File: src/rtl/wf_timer_pkg.sv
// -----------------------------------------------------------------------------
// wf_timer_pkg
// Shared types and constants for the wf_timer_gen timer family.
//   - state_e      : timer state (IDLE/RUN); RUN is what drives `running`.
//   - cmd_e        : per-cycle command after priority resolution. The enum
//                    value is the priority rank (higher value wins).
//   - decode_cmd() : resolves stop > start > counting into one command.
//   - WF_DEFAULT_* : default width / terminal count, reused by chained
//                    instances so a time-base chain agrees on its defaults.
// Optional feature macro used by the family: WF_TIMER_PWM_EN.
// -----------------------------------------------------------------------------
package wf_timer_pkg;

  localparam int WF_DEFAULT_WIDTH        = 16;
  localparam int WF_DEFAULT_RESET_PERIOD = 499;

  typedef enum logic {
    ST_IDLE = 1'b0,
    ST_RUN  = 1'b1
  } state_e;

  // Priority ranks: stop beats start, start beats an ordinary count tick.
  localparam logic [1:0] CMD_PRIO_HOLD  = 2'd0;
  localparam logic [1:0] CMD_PRIO_COUNT = 2'd1;
  localparam logic [1:0] CMD_PRIO_START = 2'd2;
  localparam logic [1:0] CMD_PRIO_STOP  = 2'd3;

  typedef enum logic [1:0] {
    CMD_HOLD  = CMD_PRIO_HOLD,
    CMD_COUNT = CMD_PRIO_COUNT,
    CMD_START = CMD_PRIO_START,
    CMD_STOP  = CMD_PRIO_STOP
  } cmd_e;

  // tick = RUN and enable; the counter only moves on a tick.
  function automatic cmd_e decode_cmd(input logic stop, input logic start,
                                      input logic tick);
    cmd_e cmd;
    cmd = CMD_HOLD;
    if (stop)       cmd = CMD_STOP;
    else if (start) cmd = CMD_START;
    else if (tick)  cmd = CMD_COUNT;
    return cmd;
  endfunction

endpackage

File: src/rtl/wf_timer_pwm.sv
// -----------------------------------------------------------------------------
// wf_timer_pwm
// Registered comparator producing a PWM waveform from the timer count.
// It is fed the timer's *next* state so that, on every cycle, pwm_out agrees
// with the registered `running` and `count` outputs it is compared against:
//   pwm_out == running && (count < compare)
// Only instantiated when WF_TIMER_PWM_EN is defined.
// Ports:
//   clk          in   core clock
//   reset_n      in   synchronous active-low reset (pwm_out -> 0)
//   running_next in   timer state for the next cycle (1 = RUN)
//   count_next   in   counter value for the next cycle
//   compare      in   duty threshold; 0 = never high, > period = always high
//   pwm_out      out  registered PWM output
// -----------------------------------------------------------------------------
module wf_timer_pwm #(
  parameter int WIDTH = 16
) (
  input  logic             clk,
  input  logic             reset_n,
  input  logic             running_next,
  input  logic [WIDTH-1:0] count_next,
  input  logic [WIDTH-1:0] compare,
  output logic             pwm_out
);

  always_ff @(posedge clk) begin
    if (!reset_n) begin
      pwm_out <= 1'b0;
    end else begin
      pwm_out <= running_next && (count_next < compare);
    end
  end

endmodule

File: src/rtl/wf_timer_gen.sv
// -----------------------------------------------------------------------------
// wf_timer_gen
// Parametrised timer/counter with runtime-loadable terminal count, start/stop
// control, one-shot or periodic mode. timer_pulse of one instance can drive
// enable of the next to build cascaded time bases.
// Optional feature: define WF_TIMER_PWM_EN to add `compare` / `pwm_out`.
// Ports:
//   clk          in   core clock, rising edge
//   reset_n      in   synchronous active-low reset
//   enable       in   count qualifier (ignored in IDLE)
//   start        in   strobe: clear counter, enter RUN
//   stop         in   strobe: enter IDLE, counter frozen (beats start)
//   load         in   strobe: write load_value into the period register
//   load_value   in   new terminal count
//   oneshot      in   1 = go IDLE after the terminal event (sampled there)
//   count        out  registered counter value
//   running      out  1 while in RUN (this is the complete FSM state)
//   timer_pulse  out  registered one-clock pulse per terminal event
//   compare      in   [WF_TIMER_PWM_EN] PWM threshold
//   pwm_out      out  [WF_TIMER_PWM_EN] registered PWM output
// Handshake: none; all controls are single-cycle strobes sampled at the clk
// edge, with no back-pressure. stop > start > counting within one cycle;
// load is independent and always takes effect at the edge it is sampled.
// -----------------------------------------------------------------------------
module wf_timer_gen
  import wf_timer_pkg::*;
#(
  parameter int WIDTH        = WF_DEFAULT_WIDTH,
  parameter int RESET_PERIOD = WF_DEFAULT_RESET_PERIOD,
  parameter bit AUTO_START   = 1'b0
) (
  input  logic             clk,
  input  logic             reset_n,
  input  logic             enable,
  input  logic             start,
  input  logic             stop,
  input  logic             load,
  input  logic [WIDTH-1:0] load_value,
  input  logic             oneshot,
  output logic [WIDTH-1:0] count,
  output logic             running,
  output logic             timer_pulse
`ifdef WF_TIMER_PWM_EN
  ,
  input  logic [WIDTH-1:0] compare,
  output logic             pwm_out
`endif
);

  localparam logic [WIDTH-1:0] RESET_PERIOD_W = WIDTH'(RESET_PERIOD);
  localparam state_e           RESET_STATE    = AUTO_START ? ST_RUN : ST_IDLE;

  state_e           state_q;
  state_e           state_d;
  logic [WIDTH-1:0] count_d;
  logic [WIDTH-1:0] period_q;
  logic             pulse_d;
  logic             terminal;
  cmd_e             cmd;

  // >= rather than == so that lowering the period below the live count ends
  // the cycle on the next tick instead of wrapping through 2^WIDTH.
  assign terminal = (count >= period_q);
  assign running  = (state_q == ST_RUN);

  always_comb begin
    state_d = state_q;
    count_d = count;
    pulse_d = 1'b0;
    cmd     = decode_cmd(stop, start, (state_q == ST_RUN) && enable);
    case (cmd)
      CMD_STOP: begin
        state_d = ST_IDLE;
      end
      CMD_START: begin
        state_d = ST_RUN;
        count_d = '0;
      end
      CMD_COUNT: begin
        if (terminal) begin
          pulse_d = 1'b1;
          count_d = '0;
          if (oneshot) state_d = ST_IDLE;
        end else begin
          count_d = count + WIDTH'(1);
        end
      end
      default: begin
      end
    endcase
  end

  always_ff @(posedge clk) begin
    if (!reset_n) begin
      state_q     <= RESET_STATE;
      count       <= '0;
      timer_pulse <= 1'b0;
      period_q    <= RESET_PERIOD_W;
    end else begin
      state_q     <= state_d;
      count       <= count_d;
      timer_pulse <= pulse_d;
      // Counting this cycle already used the old period_q via `terminal`.
      if (load) period_q <= load_value;
    end
  end

`ifdef WF_TIMER_PWM_EN
  wf_timer_pwm #(
    .WIDTH(WIDTH)
  ) u_pwm (
    .clk          (clk),
    .reset_n      (reset_n),
    .running_next (state_d == ST_RUN),
    .count_next   (count_d),
    .compare      (compare),
    .pwm_out      (pwm_out)
  );
`endif

endmodule

File: config.mk
export PLATFORM = sky130hd
export DESIGN_NAME = wf_timer_gen
export DESIGN_NICKNAME = d
export VERILOG_FILES = /design/src/rtl/wf_timer_pkg.sv /design/src/rtl/wf_timer_pwm.sv /design/src/rtl/wf_timer_gen.sv
export SDC_FILE = /design/constraint.sdc
export NUM_CORES = 1
export LEC_CHECK = 0
export BUFFER_PORTS_ARGS = -buffer_cell sky130_fd_sc_hd__buf_2
export CORE_MARGIN = 2
export CORE_UTILIZATION = 58
export CTS_CLUSTER_DIAMETER = 50
export DETAILED_ROUTE_END_ITERATION = 10
export PLACE_DENSITY = 0.88
export SLEW_MARGIN = 10
export SYNTH_ARGS = -nofsm -noshare
export SYNTH_HDL_FRONTEND = slang
export SYNTH_SLANG_ARGS = --single-unit
File: constraint.sdc
create_clock -name clk -period 4.7 [get_ports clk]
set_clock_uncertainty 0.15 [all_clocks]
set_input_delay 0.47 -clock clk [delete_from_list [all_inputs] [get_ports clk]]
set_output_delay 0.47 -clock clk [all_outputs]
set_load 0.02 [all_outputs]
### Word level (Yosys, flattened, before mapping)

Index checks and enable logic that the tools add are counted.
W data, S select, Z words.

* bits in registers: 34
* input bits: 23
* output and inout port bits: 18
* word-level logic and storage cells: 25

* $add $sub $neg: 1
* magnitude comparators: 1
* eq/ne operators: 5
* mux-type cells: 9
* reductions and logical operators: 5

Operators by type and width (number)
* $pmux W16 S2: 1
* $add A16 B1 Y16 const B: 1
* $ge A16 B16 Y1: 1
* $mux W16: 1
* $eq A2 B2 Y1 const B: 2
* $mux W1: 4
* $mux W2: 2
* $ne A2 B2 Y1 const B: 2
* $pmux W1 S3: 1
* $reduce_and A3 Y1: 1
* $reduce_bool A3 Y1: 1
* $eq A2 B1 Y1 const B: 1
* $reduce_and A2 Y1: 1
* $reduce_bool A2 Y1: 1
* $logic_and A1 B1 Y1: 1

### Longest topological paths before layout

* depth in word-level cells: 7
* gate-level depth with buffers: 9
* depth with buffers taken out: 8

### Least setup slack after synthesis

No wires, ideal clock.

* path type: reg-to-reg
* from: reg count[0]
* to: reg count[15]
* library setup time: 0.062 ns
* data arrival time: 2.128 ns
* required time: 4.488 ns
* path slack: 2.360 ns
* cell stages (with the launch flop): 9
* buffers on the path: 0
* clock period less this slack: 2.340 ns
* cells stage by stage: dfxtp_1 inv_1 ha_1 nand2b_1 a2111oi_0 nand3b_1 nand3_1 or4_1 nand3_1

* cells in the longest elaborated chain, start to end: 3
* elaborated cells on any way between the ends: 4
* classes of those cells: add/sub: 1; order compare: 1; mux: 2

Ends and longest elaborated chain
* from (decl): line wf_timer_gen.sv:40 `output logic [WIDTH-1:0] count,`
* from (signal assigned): line wf_timer_gen.sv:101 `count <= count_d;`
* $add A16 B1 Y16 / $ge A16 B16 Y1 (equally long branches): line wf_timer_gen.sv:85, wf_timer_gen.sv:63
* $mux W16 *: line wf_timer_gen.sv:80 `if (terminal) begin`
* $pmux W16 S2 *: line wf_timer_gen.sv:71 `case (cmd)`

Every way passes the cells marked *; elsewhere a longest branch is shown, timed or not.
A chain may end at the register's enable or synchronous reset.

### Final worst setup path

Same ends and word-level chain as after synthesis.

==> flow_summary.yaml <==
routing:
  ant_nets: 0
  drt_iter0_drc: 106
  first_pass_iters: 4
  wl_mm: 3.797
  vias: 1665
  vias_per_cell: 5.569
  drc: 0
  wl_per_cell_um: 12.70
cts:
  post_cts_buffers: 0
  clk_pin_slew_ns: 0.11
  clock_latency_ns: 0.36
  cts_buffer_depth: 2
  cts_sinks: 34
  post_cts_resized: 0
  root_buffer: "clkbuf_4"
  postCtsHoldBufs: 0
  cts_tree: "built"
  h-tree-depth: 2
  cts_made_buffers: 5
synthesis:
  ys_seq_area_share_pct: 35.70
  synth_fp_nets: 256
  avgSynthCellArea_um2: 8.828
  synth_edf_count: 0
  yosys_warnings: 0
  synth_flop_cell: "dfxtp_1"
  syn_inst: 216
  syn_area_mm2: 0.001907
  synth-seq-cells: 34
  synthArstFlopShare_pct: 0
  ys_types: 45
critical_path:
  crit_type: "reg2reg"
  reg2reg_from: "count[0]"
  worstPathArrival_ns: 2.78
  crit_end: "count[15]"
  rrSetupSlack_ns: 2.07
  r2r_cells: 8
  end_kind: "flip-flop"
  path_max_fanout: 12
  reg2reg_to: "count[15]"
  startpoint: "count[0]"
  crit_required_ns: 4.85
  cp-start-kind: "flip-flop"
power:
  pwr-share-comb_pct: 10.0
  power_mw: 0.5269
  peakVddDrop_mv: 0.2135
  p_leak_nw: 1.070
  intPower_mw: 0.3938
  powerDensity_mw_per_mm2: 242.6
  clockPowerShare_pct: 32.8
  seq_power_share_pct: 57.2
  power_switching_mw: 0.1331
  swShare_pct: 25.26
sta:
  slew_headroom_pct: 68.17
  rsz0062_at_grt: "false"
  worst_pin_slew_ns: 0.4774
  setup-violations-final: 0
  hold_viol: 0
  layout_setup_ws_ns: 2.074
  slew_viol_final: 0
  fmax_mhz: 380.8
  fin_crit_sh_pct: 55.88
  setup_tns_ns: 0
  layout_min_cycle_time_ns: 2.626
finish:
  n_antenna_cell: 0
  nets: 294
  synthToLayoutAreaGrowth_pct: 13.91
  stdcell_count: 299
  postLayoutCoreUtil_pct: 70.57
  drive_above_1_share_pct: 22.35
run:
  drv_cap: 0
grt:
  grt_pass1_wl_mm: 6.472
  track_usage_pct: 23.38
  grt_start_max_net_pins: 24
  grt_pass1_vias: 1487
  overflow: 0
  antenna_found_initial: 0
hold_path:
  hp-class: "in2reg"
placed_design:
  place_congestion: 0.7945
  dp_slack_ns: 2.127
  portBuffers: 40
  dp_cells: 291
  hpwlAfterDp_mm: 2.904
floorplan:
  io_pins: 41
  die_area_mm2: 0.003762
  die_w_um: 61.34
  placement_rows: 20
  die_h_um: 61.34
  core-area_mm2: 0.003078
  start_util_pct: 61.95
status:
  status: "complete, no violations"
==> layout by cell type (no fill, tap or decap), types with 2 or more instances in the layout <==
master / instances
a21boi_0: 2
a21o_1: 3
a21oi_1: 11
a22o_1: 3
a31oi_1: 5
and2_1: 3
and3_1: 5
buf_2: 40
clkbuf_4: 5
dfxtp_1: 34
ha_1: 17
inv_1: 20
mux2i_1: 10
nand2_1: 25
nand2b_1: 2
nand3_1: 5
nand4_1: 2
nor2b_1: 10
nor3_1: 3
nor3b_1: 4
nor4_1: 2
o211ai_1: 7
o21ai_0: 12
xnor2_1: 2
==> metal layers <==
metal  track usage [%]  wire length (um)  up-vias
met5                 0                 0        -
met4             9.422                89        0
met3             7.773               209        8
met2             34.35              1654       43
met1             31.74              1845      768
li1                  -                 -      846
==> worst max-delay path, cell delays in order, from the launching register on <==
cell and delay (ns):
dfxtp_1 0.37, inv_1 0.07, ha_1 0.29, nand2b_1 0.14, a2111oi_0 0.35, nand3b_1 0.21, nand3_1 0.31, or4_1 0.59
nand3_1 0.09
==> cells by family (layout without fill, tap and decap cells) <==
family | Yosys count | count (layout) | share of synthesized area (%)
compound gates | 49 | 49 | 16.34
xor+xnor | 2 | 2 | 0.9188
fa+ha+maj | 17 | 17 | 11.15
buf+inv | 29 | 68 | 6.561
flops | 34 | 34 | 35.70
mux | 11 | 11 | 5.840
simple gates | 74 | 74 | 23.49
==> power groups by stage <==
stage / clock [mW] / combinational, mW / sequential (mW)
4_1_cts: 0.175 / 0.0534 / 0.301
5_1_grt: 0.189 / 0.0600 / 0.302
2_1_floorplan: 0 / 0.0355 / 0.307
3_3_place_gp: 0 / 0.0509 / 0.307
6_report: 0.173 / 0.0527 / 0.301
3_5_place_dp: 0 / 0.0531 / 0.308
==> cell usage after synthesis (all sizes together) (6+ instances only) <==
cell type	instances	share of area [%]
nor2b	10	3.3
mux2i	10	5.2
dfxtp	34	36
nand2	25	4.9
o21ai	12	3.1
o211ai	7	2.8
clkbuf	6	1.2
nand3	6	1.8
ha	17	11
a21oi	11	2.9
inv	20	3.9
==> registers in the layout (all words and copies together) (netlist names) <==
signal,flops
period_q,16
running,1
count,16
timer_pulse,1
==> cell type report <==
type | count | area [um2]
multi-input cells | 153 | 1101
fillers | 265 | 905.9
flip-flops and latches | 34 | 680.7
repair buffers | 40 | 200.2
inverters | 20 | 75.07
clock buffers | 7 | 55.05
well taps | 44 | 55.05
clock inverters | 1 | 5.005
==> how the worst min path moves through the flow <==
stage,slack (ns),cells past startpoint,end,from
global placement,0.32,2,period_q[4],period_q[4]
global route,0.18,3,period_q[4],load_value[4]
finish,0.17,3,period_q[7],load_value[7]
detailed placement,0.33,2,period_q[4],period_q[4]
floorplan,0.30,2,period_q[0],period_q[0]
CTS,0.17,3,period_q[4],load_value[4]
==> metrics by stage <==
step	hold WS [ns]	area [um2]
global placement	0.3250	2112
finish	0.1696	2172
CTS	0.1734	2172
global route	0.1762	2172
detailed placement	0.3294	2112
floorplan	0.2960	1907
(Power assumes the default switching activity.)
